**config.mk**
```make
export PLATFORM = sky130hd
export DESIGN_NAME = mult8x8_seq_ctrl_flat
export DESIGN_NICKNAME = d
export VERILOG_FILES = /design/src/rtl/mult8x8_seq_ctrl_if.sv /design/src/rtl/mult8x8_seq_ctrl.sv /design/src/flat_wrapper.sv
export SDC_FILE = /design/constraint.sdc
export NUM_CORES = 1
export LEC_CHECK = 0
export BUFFER_PORTS_ARGS = -buffer_cell sky130_fd_sc_hd__buf_2
export CAP_MARGIN = 20
export CORE_MARGIN = 2
export CORE_UTILIZATION = 50
export CTS_CLUSTER_DIAMETER = 200
export DETAILED_ROUTE_END_ITERATION = 8
export PLACE_DENSITY = 0.76
export SLEW_MARGIN = 0
export SYNTH_ARGS = -nofsm -noshare
export SYNTH_HDL_FRONTEND = slang
export SYNTH_SLANG_ARGS = --single-unit
```
**constraint.sdc**
```tcl
create_clock -name clk -period 2.4 [get_ports clk]
set_input_delay 0.12 -clock clk [delete_from_list [all_inputs] [get_ports clk]]
set_output_delay 0.12 -clock clk [all_outputs]
set_load 0.005 [all_outputs]
```
**src/rtl/mult8x8_seq_ctrl_if.sv**
```systemverilog
// Control bundle between the 8x8 multiplier top level and its sequencer.
// Latency: wires only; all timing lives in the sequencer.
// Backpressure: none; start is a request sampled only while idle. Optional abort with MULT_CTRL_ABORT_EN.
interface mult8x8_seq_ctrl_if;
  logic       start;
`ifdef MULT_CTRL_ABORT_EN
  logic       abort;
`endif
  logic       sel_a;
  logic       sel_b;
  logic [1:0] shift_sel;
  logic       acc_clr;
  logic       acc_en;
  logic       busy;
  logic       done;
  logic [2:0] state_out;

`ifdef MULT_CTRL_ABORT_EN
  modport master (
    output start, abort,
    input  sel_a, sel_b, shift_sel, acc_clr, acc_en, busy, done, state_out
  );
  modport slave (
    input  start, abort,
    output sel_a, sel_b, shift_sel, acc_clr, acc_en, busy, done, state_out
  );
`else
  modport master (
    output start,
    input  sel_a, sel_b, shift_sel, acc_clr, acc_en, busy, done, state_out
  );
  modport slave (
    input  start,
    output sel_a, sel_b, shift_sel, acc_clr, acc_en, busy, done, state_out
  );
`endif
endinterface

```
**src/rtl/mult8x8_seq_ctrl.sv**
```systemverilog
// Moore sequencer stepping one shared 4x4 multiplier through the four partial products of an 8x8 multiply.
// Latency: start edge -> [CLR 1] -> CALC 4 -> DONE for DONE_CYCLES; all outputs registered.
// Backpressure: start is ignored (not queued) outside IDLE. MULT_CTRL_ABORT_EN adds abort from CLR/CALC.
module mult8x8_seq_ctrl #(
  parameter int unsigned DONE_CYCLES = 1,
  parameter bit          AUTO_CLEAR  = 1'b1
) (
  input  logic               clk,
  input  logic               reset_n,
  mult8x8_seq_ctrl_if.slave  bus
);

`ifdef MULT_CTRL_ABORT_EN
  typedef enum logic [2:0] {
    IDLE  = 3'd0,
    CLR   = 3'd1,
    CALC  = 3'd2,
    DONE  = 3'd3,
    ABORT = 3'd4
  } state_t;
`else
  typedef enum logic [2:0] {
    IDLE  = 3'd0,
    CLR   = 3'd1,
    CALC  = 3'd2,
    DONE  = 3'd3
  } state_t;
`endif

  // Last value of the done-hold counter before returning to IDLE.
  localparam logic [3:0] DONE_LAST = 4'(DONE_CYCLES - 1);

  state_t     state, nxt_state;
  logic [1:0] step, nxt_step;
  logic [3:0] cnt, nxt_cnt;

  logic       nxt_calc;
  logic       nxt_sel_a, nxt_sel_b;
  logic [1:0] nxt_shift_sel;

  // Next-state logic plus decode of the next state into the values the output registers load.
  always_comb begin
    nxt_state = state;
    nxt_step  = step;
    nxt_cnt   = cnt;
    case (state)
      IDLE: begin
        if (bus.start) begin
          nxt_step  = 2'd0;
          nxt_state = AUTO_CLEAR ? CLR : CALC;
        end
      end
      CLR: begin
        nxt_step  = 2'd0;
        nxt_state = CALC;
`ifdef MULT_CTRL_ABORT_EN
        if (bus.abort) nxt_state = ABORT;
`endif
      end
      CALC: begin
        // 2-bit step wraps to 0 naturally on the exit to DONE.
        nxt_step = step + 2'd1;
        if (step == 2'd3) begin
          nxt_state = DONE;
          nxt_cnt   = 4'd0;
        end
`ifdef MULT_CTRL_ABORT_EN
        if (bus.abort) begin
          nxt_state = ABORT;
          nxt_step  = 2'd0;
        end
`endif
      end
      DONE: begin
        if (cnt == DONE_LAST) begin
          nxt_state = IDLE;
        end else begin
          nxt_cnt = cnt + 4'd1;
        end
      end
`ifdef MULT_CTRL_ABORT_EN
      ABORT: begin
        nxt_state = IDLE;
        nxt_step  = 2'd0;
      end
`endif
      default: begin
        nxt_state = IDLE;
        nxt_step  = 2'd0;
        nxt_cnt   = 4'd0;
      end
    endcase

    // Step 0..3 maps to (a_lo,b_lo,<<0) (a_hi,b_lo,<<4) (a_lo,b_hi,<<4) (a_hi,b_hi,<<8).
    nxt_calc      = (nxt_state == CALC);
    nxt_sel_a     = nxt_calc & nxt_step[0];
    nxt_sel_b     = nxt_calc & nxt_step[1];
    nxt_shift_sel = nxt_calc ? {nxt_step[1] & nxt_step[0], nxt_step[1] ^ nxt_step[0]} : 2'd0;
  end

  // State, step, done counter and registered Moore outputs; reset wins over everything.
  always_ff @(posedge clk) begin
    if (!reset_n) begin
      state         <= IDLE;
      step          <= 2'd0;
      cnt           <= 4'd0;
      bus.sel_a     <= 1'b0;
      bus.sel_b     <= 1'b0;
      bus.shift_sel <= 2'd0;
      bus.acc_clr   <= 1'b0;
      bus.acc_en    <= 1'b0;
      bus.busy      <= 1'b0;
      bus.done      <= 1'b0;
      bus.state_out <= 3'd0;
    end else begin
      state         <= nxt_state;
      step          <= nxt_step;
      cnt           <= nxt_cnt;
      bus.sel_a     <= nxt_sel_a;
      bus.sel_b     <= nxt_sel_b;
      bus.shift_sel <= nxt_shift_sel;
      bus.acc_clr   <= (nxt_state == CLR);
      bus.acc_en    <= nxt_calc;
      bus.busy      <= (nxt_state != IDLE);
      bus.done      <= (nxt_state == DONE);
      bus.state_out <= nxt_state;
    end
  end

endmodule

```
**src/flat_wrapper.sv**
```systemverilog
// flat-port wrapper written by rule: the top's interface ports become plain ports
module mult8x8_seq_ctrl_flat 
#(
  parameter int unsigned DONE_CYCLES = 1,
  parameter bit          AUTO_CLEAR  = 1'b1
)
  (clk, reset_n, bus_start, bus_sel_a, bus_sel_b, bus_shift_sel, bus_acc_clr, bus_acc_en, bus_busy, bus_done, bus_state_out);
  mult8x8_seq_ctrl_if bus_i ();
  input  logic clk;
  input  logic reset_n;
  input wire logic [$bits(bus_i.start)-1:0] bus_start;
  output wire logic [$bits(bus_i.sel_a)-1:0] bus_sel_a;
  output wire logic [$bits(bus_i.sel_b)-1:0] bus_sel_b;
  output wire logic [$bits(bus_i.shift_sel)-1:0] bus_shift_sel;
  output wire logic [$bits(bus_i.acc_clr)-1:0] bus_acc_clr;
  output wire logic [$bits(bus_i.acc_en)-1:0] bus_acc_en;
  output wire logic [$bits(bus_i.busy)-1:0] bus_busy;
  output wire logic [$bits(bus_i.done)-1:0] bus_done;
  output wire logic [$bits(bus_i.state_out)-1:0] bus_state_out;
  assign bus_i.start = bus_start;
  assign bus_sel_a = bus_i.sel_a;
  assign bus_sel_b = bus_i.sel_b;
  assign bus_shift_sel = bus_i.shift_sel;
  assign bus_acc_clr = bus_i.acc_clr;
  assign bus_acc_en = bus_i.acc_en;
  assign bus_busy = bus_i.busy;
  assign bus_done = bus_i.done;
  assign bus_state_out = bus_i.state_out;
  mult8x8_seq_ctrl #(.DONE_CYCLES(DONE_CYCLES), .AUTO_CLEAR(AUTO_CLEAR)) u_core (.clk(clk), .reset_n(reset_n), .bus(bus_i));
endmodule
```
==> results.yml <==
outcome:
  status: "finished, final reports clean"
power_and_ir_drop:
  power.density_mw_per_mm2: 518
  seqPwrFrac_pct: 62.7
  vdd_drop_max_uv: 307
  combPwrFrac_pct: 4.9
  internal_power_uw: 360
  p_clk_share_pct: 32.4
  power.share.switching_pct: 22.2
  switchingPower_uw: 103
  p_leak_nw: 0.393
setup_path:
  crit_type: "flop to flop"
  slowest_stage: "dfxtp_1"
  startpoint: "u_core.bus.state_out[0]$_SDFF_PN0_"
  reg2reg_depth: 5
  path_buf_inv: 0
  r2r_start: "u_core.bus.state_out[0]$_SDFF_PN0_"
  path_cells: "mux2_2 > a22oi_1 > nor2_1 > ha_1 > and2_1"
  cp.arrival_ns: 2.03
  endpoint_kind: "flop"
  critical-path-max-stage-delay_ns: 0.57
  r2r_slack_ns: 0.56
  start_kind: "flop"
  critPathMaxFanout: 14
  required_ns: 2.59
  r2r-end: "u_core.bus.shift_sel[0]$_SDFF_PN0_"
  cpLargestDelayFamily: "flip-flops"
layout:
  drive_above_1_share_pct: 24.5
  layout_common_cells: "17 x dfxtp_1, 13 x buf_2, 5 x and2_1, 5 x nand2_1"
  n_antenna_cell: 0
  finalNetCount: 102
  syn_to_final_growth_pct: 11.4
  final_common_cell: "dfxtp_1"
  nFillCells: 138
cts:
  numCtsBuffers: 3
  tritoncts: "built"
  cts_sinks: 17
  cts-htree-levels: 1
  cts_resized: 0
  cts_root_buf: "clkbuf_4"
  postCtsHoldBufs: 0
  clkTransAtPathRegs_ns: 0.09
  clk_latency_ns: 0.28
  cts_setup_buffers: 0
  clockBufferDepth: 2
global_route:
  grt_overflow_total: 0
  grt_pass1_wl_mm: 2.30
  grt_max_degree: 15
  track_usage_pct: 16.5
  antenna_found_initial: 0
  grt_pass1_vias: 536
timing:
  setup_ws_ns: 0.562
  setup_tns_ns: 0
  final-setup-viol-count: 0
  rsz0062_at_grt: "no"
  min_period_ns: 1.84
  max_freq_mhz: 544
  finalHoldViolations: 0
  drv_slew: 0
  min_period_over_period_pct: 76.6
  clock_skew_ns: 0.00116
min_path:
  min-delay-start: "bus_start"
  hold_path_depth: 3
  whs_endpoint: "u_core.bus.busy$_SDFF_PN0_"
  hold_class: "input port to flop"
yosys:
  seq_area_frac_synth_pct: 42.4
  ys_ff_latch: 17
  netlist_area_um2: 802
  synth_cell_types: 38
  synth_nets: 87
  yosys_warnings: 0
  syn_avg_cell_area_um2: 10.0
  synthCells: 80
die:
  initial_core_util_pct: 53.2
  row_count: 14
  die_w_um: 44.1
  coreArea_mm2: 0.00151
  ios: 14
  dieArea_mm2: 0.00194
  die_h_um: 44.1
placement:
  globalplace.congestion: 0.812
  dpl_worst_slack_ns: 0.558
  detailed_place_hpwl_um: 975
  portBuffers: 13
route:
  avgViaCountPerCell: 5.59
  wl_per_cell_um: 12.7
  num_vias: 615
  drc: 0
  wirelength_mm: 1.40
  drtPass1Iterations: 4
  antenna_left: 0
  drtIter0Drc: 10
flow_run:
  maxCapViolCount: 0
==> registers in the layout (all words and copies together) (netlist names) <==
name	flops
u_core.bus.sel_a	1
u_core.bus.acc_clr	1
u_core.cnt	4
u_core.step	2
u_core.bus.sel_b	1
u_core.bus.acc_en	1
u_core.bus.state_out	3
u_core.bus.done	1
u_core.bus.busy	1
u_core.bus.shift_sel	2
==> power by group through the flow <==
stage	sequential, mW	clock (mW)	combinational, mW
finish	0.291	0.150	0.0226
global route	0.291	0.171	0.0247
CTS	0.291	0.157	0.0225
detailed placement	0.297	0	0.0224
global placement	0.297	0	0.0223
floorplan	0.294	0	0.0180
==> routing by layer <==
layer | GRT usage [%] | wire length [um] | vias to the layer above
li1 | - | - | 311
met1 | 21.5 | 700 | 287
met2 | 24.4 | 623 | 15
met3 | 3.67 | 58 | 2
met4 | 10.9 | 18 | 0
met5 | 0 | 0 | -
==> cells by family after synthesis <==
group | count (synthesis) | synth area share, %
AOI/OAI and AO/OA | 15 | 15.8
other | 1 | 0.468
and+or+nand+nor | 34 | 27.3
buffers and inverters | 6 | 3.90
adders and majority gates | 4 | 6.24
DFF | 17 | 42.4
muxes | 3 | 3.90
==> final cells by class <==
cell class	instances	area, um2	share of cell area (%)
Tap cell	16	20.0	2.24
Clock buffer	4	26.3	2.94
Sequential cell	17	340	38.1
Timing Repair Buffer	13	65.1	7.28
Inverter	3	11.3	1.26
Multi-Input combinational cell	57	430	48.2
==> Yosys cell counts <==
library cell,count,area [um2]
nand2b_1,1,6.26
nor3b_1,4,30.0
a21oi_1,3,15.0
a21o_1,1,7.51
a21bo_2,1,10.0
dfxtp_1,17,340
or3_4,1,11.3
o22a_1,1,8.76
mux2_2,1,11.3
o31a_1,1,8.76
or3b_1,2,17.5
nor2_1,4,15.0
nor4b_1,1,8.76
inv_1,3,11.3
nor2b_1,2,12.5
o21a_1,1,7.51
o32ai_1,1,8.76
a22oi_1,1,7.51
conb_1,1,3.75
nor3b_2,1,12.5
ha_1,4,50.1
nor3_1,1,5.00
o221ai_1,1,8.76
o221a_2,1,11.3
and2b_1,1,7.51
or2b_1,1,7.51
o211a_1,1,10.0
nor3_2,1,10.0
a21oi_4,1,16.3
mux2i_1,2,20.0
o22ai_1,1,6.26
and3_1,2,12.5
buf_4,2,15.0
nand3_1,1,5.00
buf_2,1,5.00
nand3b_1,1,7.51
nand2_1,5,18.8
and2_1,5,31.3
==> worst register-to-register path, delay by kind of cell (launching register included) <==
family	cells	cell delay, ns
and+or+nand+nor	2	0.21
AOI/OAI and AO/OA	1	0.30
adders and majority gates	1	0.28
DFF	1	0.57
muxes	1	0.38
==> worst max path at each step <==
stage | slack (ns) | endpoint | cells after the start
after floorplan | 0.74 | u_core.bus.shift_sel[0]$_SDFF_PN0_ | 6
after global placement | 0.63 | u_core.bus.shift_sel[0]$_SDFF_PN0_ | 5
after CTS | 0.55 | u_core.bus.shift_sel[0]$_SDFF_PN0_ | 5
after global routing | 0.43 | u_core.bus.shift_sel[0]$_SDFF_PN0_ | 5
final | 0.56 | u_core.bus.shift_sel[0]$_SDFF_PN0_ | 5
after detailed placement | 0.56 | u_core.bus.shift_sel[0]$_SDFF_PN0_ | 5
==> per-stage QoR <==
step	power, mW	cells	instance area, um2	hold WS, ns	utilization [%]
floorplan	0.312	80	802	0.242	-
global placement	0.319	106	867	0.403	57.6
detailed placement	0.320	106	867	0.403	57.6
CTS	0.470	110	893	0.104	59.3
global route	0.487	110	893	0.103	59.3
finish	0.463	110	893	0.113	59.3
Power figures use the tool's default switching activity.
